`config.mk`:
```
export PLATFORM = sky130hd
export DESIGN_NAME = countdown_ctrl
export DESIGN_NICKNAME = d
export VERILOG_FILES = /design/src/rtl/countdown_ctrl.sv
export SDC_FILE = /design/constraint.sdc
export NUM_CORES = 1
export LEC_CHECK = 0
export ABC_AREA = 1
export CORE_ASPECT_RATIO = 1.5
export CORE_MARGIN = 2
export CORE_UTILIZATION = 25
export DETAILED_ROUTE_END_ITERATION = 12
export GPL_TIMING_DRIVEN = 0
export PLACE_DENSITY = 0.45
export SETUP_SLACK_MARGIN = 0.05
export SLEW_MARGIN = 20
export SYNTH_ARGS = -nofsm -noshare
export SYNTH_HDL_FRONTEND = slang
export SYNTH_SLANG_ARGS = --single-unit
export TNS_END_PERCENT = 30
```
`constraint.sdc`:
```
create_clock -name clock -period 1.48 [get_ports clock]
set_clock_uncertainty 0.1 [all_clocks]
set_input_delay 0.148 -clock clock [delete_from_list [all_inputs] [get_ports clock]]
set_output_delay 0.148 -clock clock [all_outputs]
set_load 0.005 [all_outputs]
```
`src/rtl/countdown_ctrl.sv`:
```
// Control stage for a cascaded BCD countdown (mins:tens:units).
// Debounces the start/load buttons, prescales the system clock into a
// countdown tick, chains borrows into per-digit count enables and raises
// done once the counters have sat at 00:00 for a full tick period.
module countdown_ctrl #(
    parameter int CLK_HZ          = 50_000_000,
    parameter int TICK_HZ         = 1,
    parameter int DEBOUNCE_CYCLES = 1_000_000
) (
    input  logic       clock,
    input  logic       reset_n,
    input  logic       btn_start,
    input  logic       btn_load,
    input  logic       zero_units,
    input  logic       zero_tens,
    input  logic       zero_mins,
    output logic       load,
    output logic       tick_units,
    output logic       tick_tens,
    output logic       tick_mins,
    output logic       running,
    output logic       done,
    output logic [2:0] state
);

    localparam int TICK_DIV = CLK_HZ / TICK_HZ;
    localparam int PW       = (TICK_DIV > 2) ? $clog2(TICK_DIV) : 1;
    localparam int DW       = $clog2(DEBOUNCE_CYCLES + 1);

    typedef enum logic [2:0] {
        IDLE   = 3'b000,
        LOADED = 3'b001,
        RUN    = 3'b010,
        PAUSE  = 3'b011,
        DONE   = 3'b100
    } state_t;

    // Bit 1 is the load button, bit 0 the start button.
    logic [1:0] btn_raw;
    logic [1:0] press_pulse;
    logic       load_press;
    logic       start_press;

    assign btn_raw     = {btn_load, btn_start};
    assign load_press  = press_pulse[1];
    assign start_press = press_pulse[0];

    // One synchronizer + debouncer per button; only a debounced rising edge
    // produces a one-cycle press pulse, releases are silent.
    for (genvar gi = 0; gi < 2; gi++) begin : g_btn
        logic          sync1;
        logic          sync2;
        logic          level;
        logic          pulse;
        logic [DW-1:0] stable_cnt;

        // Synchronize the raw button, then accept a new level only after it
        // has disagreed with the accepted level for DEBOUNCE_CYCLES cycles.
        always_ff @(posedge clock or negedge reset_n) begin
            if (!reset_n) begin
                sync1      <= 1'b0;
                sync2      <= 1'b0;
                level      <= 1'b0;
                pulse      <= 1'b0;
                stable_cnt <= '0;
            end else begin
                sync1 <= btn_raw[gi];
                sync2 <= sync1;
                pulse <= 1'b0;
                if (sync2 == level) begin
                    stable_cnt <= '0;
                end else if (stable_cnt == DW'(DEBOUNCE_CYCLES - 1)) begin
                    level      <= sync2;
                    pulse      <= sync2;
                    stable_cnt <= '0;
                end else begin
                    stable_cnt <= stable_cnt + 1'b1;
                end
            end
        end

        assign press_pulse[gi] = pulse;
    end

    state_t        state_q;
    state_t        state_d;
    logic [PW-1:0] presc_q;
    logic [PW-1:0] presc_d;
    logic          load_d;
    logic          tick_units_d;
    logic          tick_tens_d;
    logic          tick_mins_d;
    logic          all_zero;

    assign all_zero = zero_units & zero_tens & zero_mins;
    assign state    = state_q;

    // Next-state logic: load overrides everything; in RUN the prescaler's
    // terminal count either finishes (counters at 00:00) or issues a tick
    // whose borrow chain follows the zero flags sampled in that same cycle.
    always_comb begin
        state_d      = state_q;
        presc_d      = presc_q;
        load_d       = 1'b0;
        tick_units_d = 1'b0;
        tick_tens_d  = 1'b0;
        tick_mins_d  = 1'b0;
        if (load_press) begin
            load_d  = 1'b1;
            state_d = LOADED;
            presc_d = '0;
        end else begin
            case (state_q)
                LOADED: begin
                    if (start_press) begin
                        state_d = all_zero ? DONE : RUN;
                        presc_d = '0;
                    end
                end
                RUN: begin
                    if (presc_q == PW'(TICK_DIV - 1)) begin
                        presc_d = '0;
                        if (all_zero) begin
                            state_d = DONE;
                        end else begin
                            tick_units_d = 1'b1;
                            tick_tens_d  = zero_units;
                            tick_mins_d  = zero_units & zero_tens;
                            if (start_press) state_d = PAUSE;
                        end
                    end else begin
                        presc_d = presc_q + 1'b1;
                        if (start_press) state_d = PAUSE;
                    end
                end
                PAUSE: begin
                    if (start_press) state_d = RUN;
                end
                default: begin
                end
            endcase
        end
    end

    // State, prescaler and every output are registered so the counters see
    // clean single-cycle enables.
    always_ff @(posedge clock or negedge reset_n) begin
        if (!reset_n) begin
            state_q    <= IDLE;
            presc_q    <= '0;
            load       <= 1'b0;
            tick_units <= 1'b0;
            tick_tens  <= 1'b0;
            tick_mins  <= 1'b0;
            running    <= 1'b0;
            done       <= 1'b0;
        end else begin
            state_q    <= state_d;
            presc_q    <= presc_d;
            load       <= load_d;
            tick_units <= tick_units_d;
            tick_tens  <= tick_tens_d;
            tick_mins  <= tick_mins_d;
            running    <= (state_d == RUN);
            done       <= (state_d == DONE);
        end
    end

endmodule

```
# After elaboration in Yosys (flattened, before gate mapping)
# Cells that the tools add are included.
# word_totals
register_bits	83
# op_classes
add_sub_neg	3
eq_ne	11
muxes	33
n_bitwise	4
reduce_logical	4
# op_table
op	n
two-way mux 20 bit	4
two-way mux 26 bit	3
case mux 26 bit (2 select lines)	1
adder 20 x 1 -> 20 bit (second input constant)	2
equality test 20 bit (second input constant)	2
adder 26 x 1 -> 26 bit (second input constant)	1
equality test 26 bit (second input constant)	1
two-way mux 3 bit	7
two-way mux 1 bit	17
equality test 3 x 2 -> 1 bit (second input constant)	3
case mux 3 bit (3 select lines)	1
AND reduction 2 bit	3
equality test 3 x 1 -> 1 bit (second input constant)	1
equality test 3 bit (second input constant)	1
!= test 3 bit (second input constant)	1
nonzero test 3 bit	1
bitwise AND 1 bit	2
equality test 1 bit	2
inverter 1 bit	2

# Depth between registers and ports, before layout
# Gate-level depths: netlist of run 1.
# logic_depth
ltp_word	7
ltp_mapped	11
mapped_depth_nobuf	11

# Worst setup path before layout of run 1
# OpenSTA, ideal clock, no wires.
# synth_timing
kind	register to register
start	register g_btn[1].stable_cnt[0]
end	register g_btn[1].stable_cnt[16]
setup_ns	0.124
arrival_ns	1.381
setup_slack_ns	-0.125
stages_incl_launch_ff	10
period_less_slack_ns	1.605
path_cell_list	dfrtp_1 > ha_1 > nand3_2 > nor2_2 > nand2_2 > nor2_4 > nand2_2 > nor3_4 > nand2_1 > nor3b_2
# synth_between
elab_chain_cells	3
word_cells_on_any_way	4
cone_classes	add/sub (1); eq/ne (1); mux (2)
# synth_rtl
item	line_no	source
from (decl)	55	logic [DW-1:0] stable_cnt;
from (signal assigned)	77	stable_cnt <= stable_cnt + 1'b1;
adder 20 x 1 -> 20 bit or equality test 20 bit (tied branches)	77, 72	
two-way mux 20 bit *	72	end else if (stable_cnt == DW'(DEBOUNCE_CYCLES - 1)) begin
two-way mux 20 bit *	70	if (sync2 == level) begin
# Every way passes the cells marked *; elsewhere a longest branch is shown, timed or not.
# A chain may end at the register's enable or synchronous reset.

# Final worst setup path of run 1
# layout_timing
start	register presc_q[15]
end	register presc_q[17]
# layout_between
elab_chain_cells	4
word_cells_on_any_way	5
cone_classes	add/sub (1); eq/ne (1); mux (3)
# layout_rtl
item	line_no	source
from (decl)	87	logic [PW-1:0] presc_q;
from (signal assigned)	159	presc_q <= presc_d;
adder 26 x 1 -> 26 bit or equality test 26 bit (tied branches)	132, 121	
two-way mux 26 bit *	121	if (presc_q == PW'(TICK_DIV - 1)) begin
case mux 26 bit (2 select lines) *	113	case (state_q)
two-way mux 26 bit *	108	if (load_press) begin
# Marks and branches as above.

==> metrics.md, run 1 <==
| Metric | Value |
|---|---|
| GPL Wtd Cong | 0.820 |
| CTS tree | yes |
| R2R cell count | 7 |
| Via/cell ratio | 4.64 |
| Post-Syn Nets | 573 |
| Area leader, netlist | dfrtp_1 |
| Worst R2R Setup Slack | -0.24 ns |
| # port buffers | 15 |
| Multi-input gate area | 2660 um^2 |
| Hold Crit Class | input port to async pin |
| Post-synth ARST share | 1.00 |
| DRT Pass-1 Iters | 4 |
| PwrDens | 748 nW/um^2 |
| Die ar. | 19300 um^2 |
| Initial core utilization | 0.255 |
| Yosys warns | 0 |
| Post-Route WL | 11.8 mm |
| Type of destination of the critical path | register |
| Req. time, crit path | 1.63 ns |
| Worst-path cell chain | nand2_1 -> nor3_1 -> nand2_1 -> nor3_4 -> nand2_2 -> xor2_2 -> nor2_2 |
| Netlist Area Pre-Place | 4550 um^2 |
| Initial antenna violation count | 0 |
| EDFF count, synth | 0 |
| Dominant cells by area after synthesis | dfrtp_1 (46%), nand2_1 (8.2%), nor2_1 (7.0%), inv_1 (6.4%), xor2_1 (3.5%) |
| Vias in the first global route | 4103 |
| CORE AREA | 17900 um^2 |
| Peak supply drop | 482 uV |
| Fin. Hold Viols | 0 |
| Share of cells above drive strength 1 | 0.340 |
| Cell repeated most along the worst path | nand2_1 |
| Initial DRC count | 161 |
| Final Util | 0.350 |
| Slew @ Worst Pin | 0.380 ns |
| Max Cap Viol | 0 |
| RSZ-0062 raised after global routing | yes |
| HPWL Detailed | 8.05 mm |
| Grt ovf | 0 |
| Max-slew headroom | 0.744 |
| Outcome | complete, but fails checks |
| Violated checks | negative setup slack |
| WL per Instance | 13.7 um |
| Crit path largest cell delay | 0.40 ns |
| DIE WIDTH | 114 um |
| Startpoint types | register |
| DRC | 0 |
| Period minus WS final | 1.72 ns |
| DR vias | 3997 |
| Area growth syn-to-layout | 37.6% |
| # diodes | 0 |
| Data arrival, critical path | 1.87 ns |
| H-tree Lvls | 3 |
| NumNets Final | 649 |
| Row cnt | 60 |
| Synth unique cells | 41 |
| Crit path max fanout | 5 |
| Worst skew pair latency | 0.35 ns |
| Seq/Total Area, Yosys | 0.456 |
| Worst setup path start | presc_q[15] |
| CP max-delay cell | dfrtp_1 |
| Final setup vio count | 64 |
| R2r endpoint | presc_q[17] |
| Kind of critical path | register to register |
| Clock tree buffer depth | 2 |
| Syn_area_per_cell | 8.09 um^2 |
| Synth top area share | 0.456 |
| Global-route wire length before repair | 19.6 mm |
| CTS clk-pin slew, worst paths | 0.07 ns |
| Min setup slack post-route | -0.242 ns |
| Most used DFF post-synth | dfrtp_1 |
| Clock sinks | 83 |
| P_leak | 2.84 nW |
| Reg area | 2090 um^2 |
| Period utilisation layout | 1.16 |
| Post-route ant nets | 0 |
| Synth Instances | 563 |
| Tot Pwr | 4.69 mW |
| Largest net degree at the start of global routing | 64 |
| Max Freq | 581 MHz |
| Gr usage total | 0.128 |
| # IOs | 16 |
| Synthesized flop and latch total | 83 |
| Slew Limit Fails | 0 |
| Root buffer cell | clkbuf_16 |
| Die Y | 169 um |
| Reg-to-Reg Start | presc_q[15] |
| Num CTS Buffers | 9 |
| Fillers | 1853 |
worst max-delay path, delay by kind of cell (launching register included):
kind	cells	cell delay, ns
simple gates	6	0.97
xor+xnor	1	0.15
flops	1	0.40
final cells by class:
type	count	area share
multi-input combinational	393	0.424
sequential	83	0.333
timing repair buffer	62	0.0903
inverter	85	0.0549
tap	217	0.0434
clock buffer	9	0.0360
clock inverter	7	0.00939
buffer	3	0.00599
timing repair inverter	2	0.00260
power breakdown:
group	total, mW	switching, mW	internal [mW]	leakage, nW
clock network	2.20	1.03	1.16	0.133
logic	0.183	0.106	0.0769	1.58
registers	2.30	0.0178	2.29	1.12
total	4.69	1.16	3.53	2.84
through the flow:
step / instance area (um^2) / setup WS [ns] / TNS [ns] / hold slack (ns) / std cells
floorplan: 4600 / -0.0967 / -0.802 / -0.248 / 563
global route: 6260 / -0.378 / -15.83 / 0.132 / 861
finish: 6260 / -0.242 / -8.91 / 0.111 / 861
global placement: 5020 / -3.17 / -278.66 / 0.235 / 795
CTS: 5820 / -0.268 / -10.41 / 0.117 / 840
detailed placement: 5050 / -0.410 / -16.11 / -0.0776 / 796
cells by family after synthesis:
| kind of cell | synth area share |
|---|---|
| simple gates | 0.353 |
| xor+xnor | 0.0443 |
| buf+inv | 0.0753 |
| fa+ha+maj | 0.00825 |
| flops | 0.456 |
| compound gates | 0.0627 |
timing repair:
| action | 4_1_cts | 5_1_grt |
|---|---|---|
| buffers inserted | 23 | 21 |
| hold buffers | 1 | 0 |
| pin swaps | 31 | 38 |
| gates resized for setup | 68 | 86 |
| gates cloned | 4 | 0 |
| endpoints found under the setup margin | 77 | 74 |
| hold endpoints to repair | 83 | 0 |
cells in the final DEF, fill, tap and decap left out, types with 4 or more instances in the layout:
cell type,instances
nand2_1,78
dfrtp_1,76
nor2_1,74
inv_1,65
buf_4,37
nand2_2,19
nand3_1,19
a21oi_1,18
inv_2,16
nor2_4,16
nand2_4,16
nand4_1,15
xor2_1,15
nor2_2,14
nor3_1,12
nor3_2,10
buf_6,10
clkbuf_16,9
nor3_4,8
nand3_2,8
o21ai_1,8
dlygate4sd2_1,8
o21ai_0,7
dfrtp_2,7
nand3_4,6
xnor2_1,5
inv_6,5
clkdlybuf4s50_1,5
a21oi_2,4
cell usage after synthesis (2+ instances only):
cell / count
a21oi_1: 21
nor2_4: 4
nand3_2: 2
nand2_4: 3
inv_1: 78
xor2_1: 18
o22ai_1: 3
o21ai_1: 7
dfrtp_1: 83
nor3_1: 21
nand4_2: 2
nand3b_1: 3
and3_1: 2
a31oi_1: 3
nor3b_1: 3
nor3_4: 5
o21ai_0: 11
ha_1: 3
nand2_1: 99
nor2_2: 15
nand2_2: 13
nor4_1: 5
nand4_1: 15
a211oi_1: 2
nand3_1: 29
xnor2_1: 5
nor2_1: 85
nor3_2: 4
inv_2: 7
routing by layer:
metal,global-route usage,routed length [um],vias up
met5,0,0,-
met3,0.0218,241,20
li1,-,-,1971
met1,0.135,4480,1959
met2,0.246,6810,47
met4,0.0504,297,0
flip-flops by register name (all words and copies together), names as in the netlist, 2 cells and up:
register	flops
g_btn.level	2
g_btn.pulse	2
g_btn.stable_cnt	40
g_btn.sync1	2
g_btn.sync2	2
presc_q	26
state	3
worst max-delay path by stage:
stage	endpoint
floorplan	g_btn[1].stable_cnt[16]
detailed placement	presc_q[9]
finish	presc_q[17]
global route	presc_q[17]
CTS	g_btn[1].stable_cnt[16]
global placement	g_btn[1].sync2
Note: power is estimated with default switching activity, not from simulation.
==> inputs of run 2 (changes only) <==
--- a/config.mk
+++ b/config.mk
@@ -11,7 +11,8 @@
 export CORE_UTILIZATION = 25
 export DETAILED_ROUTE_END_ITERATION = 12
 export GPL_TIMING_DRIVEN = 0
-export PLACE_DENSITY = 0.45
+export PLACE_DENSITY = 0.43
+export RECOVER_POWER = 100
 export SETUP_SLACK_MARGIN = 0.05
 export SLEW_MARGIN = 20
 export SYNTH_ARGS = -nofsm -noshare
==> constraint.sdc (replaced) <==
create_clock -name clock -period 2 [get_ports clock]
set_clock_uncertainty 0.1 [all_clocks]
set_input_delay 0.2 -clock clock [delete_from_list [all_inputs] [get_ports clock]]
set_output_delay 0.2 -clock clock [all_outputs]
set_load 0.005 [all_outputs]
==> run 2 against run 1 <==
The flow now finishes without violations; wire length decreased by 10%; final cell count decreased by 4.8%; first-iteration DRC count increased by 13%; via count decreased by 6.7%; worst setup slack improved by 0.40 ns; highest routed layer unchanged; worst hold slack improved by 0.14 ns; combinational power decreased by 39%.
==> metrics.md, run 2 (synthesis gave the netlist of run 1 again) <==
| Metric | Value |
|---|---|
| CTS tree | yes |
| HPWL Detailed | 7.78 mm (-3.4%) |
| HP Start | g_btn[1].sync1 |
| Die ar. | 19300 um^2 (unchanged) |
| Hold EP | g_btn[1].sync2 |
| Post-Route WL | 10.6 mm (-10%) |
| Combinational Power Share | 0.031 (-0.008) |
| Initial core utilization | 0.255 (unchanged) |
| Initial DRC count | 182 (+13%) |
| DRC | 0 (unchanged) |
| Hold Crit Depth | 0 |
| Tot Pwr | 3.64 mW (-22%) |
| Via/cell ratio | 4.55 (-2.0%) |
| Sequential Power Share | 0.468 (-0.024) |
| Data arrival, critical path | 1.99 ns (+0.12 ns) |
| Reg-to-Reg Start | presc_q[1] |
| Slew @ Worst Pin | 1.11 ns (+0.728 ns) |
| Max-slew headroom | 0.261 (-0.483) |
| Fillers | 1923 (+3.8%) |
| Most flop-heavy register | g_btn.stable_cnt |
| Largest net degree at the start of global routing | 44 (-31%) |
| WL per Instance | 13.0 um (-5.7%) |
| PwrDens | 673 nW/um^2 (-10%) |
| Crit path max fanout | 7 (+2) |
| Worst skew pair latency | 0.35 ns (about the same) |
| Fin. Hold Viols | 0 (unchanged) |
| Multi-input gate area | 2160 um^2 (-19%) |
| Most common cell after layout, fill and taps aside | nand2_1 |
| P_leak | 2.42 nW (-15%) |
| Initial antenna violation count | 0 (unchanged) |
| DR vias | 3731 (-6.7%) |
| Reg area | 2080 um^2 (-0.42%) |
| Clock tree buffer depth | 2 (unchanged) |
| Clock sinks | 83 (unchanged) |
| Internal | 2.83 mW (-20%) |
| Net Switching | 0.810 mW (-30%) |
| Sw frac | 0.223 (-0.0245) |
| NumNets Final | 608 (-6.3%) |
| # diodes | 0 (unchanged) |
| Slew Limit Fails | 0 (unchanged) |
| GPL Wtd Cong | 0.806 (-1.7%) |
| Period utilisation layout | 0.923 (-0.240) |
| Most frequent cells in the layout | nand2_1 (100), nor2_1 (85), dfrtp_1 (83), inv_1 (78), nand3_1 (29) |
| DRT Pass-1 Iters | 4 (unchanged) |
| # IOs | 16 (unchanged) |
| Post-route ant nets | 0 (unchanged) |
| Share of cells above drive strength 1 | 0.148 (-0.192) |
| R2R cell count | 10 (+3) |
| Startpoint types | register |
| Final setup vio count | 0 (-100%) |
| CORE AREA | 17900 um^2 (unchanged) |
| # port buffers | 15 (unchanged) |
| Gr usage total | 0.120 (-0.00799) |
| Vias in the first global route | 3819 (-6.9%) |
| Min setup slack post-route | 0.153 ns (+0.396 ns) |
| Kind of critical path | register to register |
| Grt ovf | 0 (unchanged) |
| Peak supply drop | 262 uV (-46%) |
| Hold WS | 0.252 ns (+0.141 ns) |
| Die Y | 169 um (unchanged) |
| Area growth syn-to-layout | 18.8% |
| CTS clk-pin slew, worst paths | 0.07 ns (about the same) |
| Final Util | 0.303 (-0.0478) |
| Worst R2R Setup Slack | 0.15 ns (+0.40 ns) |
| Clock network fraction of total power | 0.501 (+0.032) |
| Global-route wire length before repair | 18.3 mm (-6.6%) |
| RSZ-0062 raised after global routing | yes |
| Max reg flops | 40 (unchanged) |
| Type of destination of the critical path | register |
| Num CTS Buffers | 9 (unchanged) |
| Max Cap Viol | 0 (unchanged) |
| Pre-CTS WS | 0.0826 ns (+0.493 ns) |
| Hold Crit Class | register to register |
| Req. time, crit path | 2.14 ns (+0.51 ns) |
| DIE WIDTH | 114 um (unchanged) |
| Root buffer cell | clkbuf_16 |
| Max Freq | 542 MHz (-6.7%) |
| H-tree Lvls | 3 (unchanged) |
| Row cnt | 60 (unchanged) |
| R2r endpoint | presc_q[16] |
| Period minus WS final | 1.85 ns (+0.124 ns) |
| Outcome | finished, final reports clean |
==> run 2: changes by cell type in the layout (fill, tap and decap cells not counted), moves of 9 or more <==
cell           previous run  this run
nor3_1                   12        21
dlygate4sd3_1             1        12
inv_1                    65        78
nor2_4                   16         5
nor2_1                   74        85
buf_4                    37         6
inv_2                    16         6
nand2_4                  16         4
nand3_1                  19        29
nand2_1                  78       100
==> run 2: worst max-delay path by stage <==
stage,from,to,slack (ns)
6_report,presc_q[1],presc_q[16],0.15
5_1_grt,presc_q[1],done,0.02
4_1_cts,g_btn[1].stable_cnt[0],g_btn[1].stable_cnt[10],0.07
3_5_place_dp,zero_units,done,0.08
3_3_place_gp,reset_n,g_btn[1].stable_cnt[17],-2.66
2_1_floorplan,g_btn[1].stable_cnt[0],g_btn[1].stable_cnt[16],0.40
==> run 2: what timing repair did <==
action,4_1_cts,5_1_grt
hold buffers,1,0
setup buffers,0,7
hold endpoints to repair,40,0
gates resized for setup,0,9
setup endpoints to repair,0,33
==> run 2: layer usage <==
layer,global-route usage,vias up,share of wire
li1,-,1886,-
met1,0.139,1780,0.43
met2,0.211,45,0.53
met3,0.0161,20,0.019
met4,0.0631,0,0.028
met5,0,-,0
==> run 2: power groups by stage <==
stage	Clock, mW	Sequential, mW	Combinational, mW
2_1_floorplan	0	1.73	0.0394
3_3_place_gp	0	1.73	0.0986
4_1_cts	1.89	1.70	0.110
6_report	1.82	1.70	0.112
5_1_grt	1.96	1.70	0.130
3_5_place_dp	0	1.73	0.108
==> run 2: layout make-up <==
type                       count  share of cell area
buffer                         3             0.00509
clock buffer                  10              0.0423
clock inverter                 6              0.0164
inverter                      85              0.0594
multi-input combinational    392               0.400
sequential                    83               0.384
tap                          217              0.0502
timing repair buffer          24              0.0428
==> run 2: stage by stage <==
step	TNS, ns	std cells	area [um^2]
2_1_floorplan	0	563	4550
3_3_place_gp	-220.20	795	4970
3_5_place_dp	0	796	5000
4_1_cts	0	813	5330
5_1_grt	0	820	5410
6_report	0	820	5410
==> run 2: worst max-delay path: stages, from the launching register on <==
cell and delay, ns:
dfrtp_1 0.39, ha_2 0.21, nand3_1 0.12, inv_1 0.14, nand2_1 0.08, nor2_2 0.11, nand2_1 0.10, nand2_4 0.12
nand2_2 0.13, o21ai_1 0.17, a21oi_2 0.08
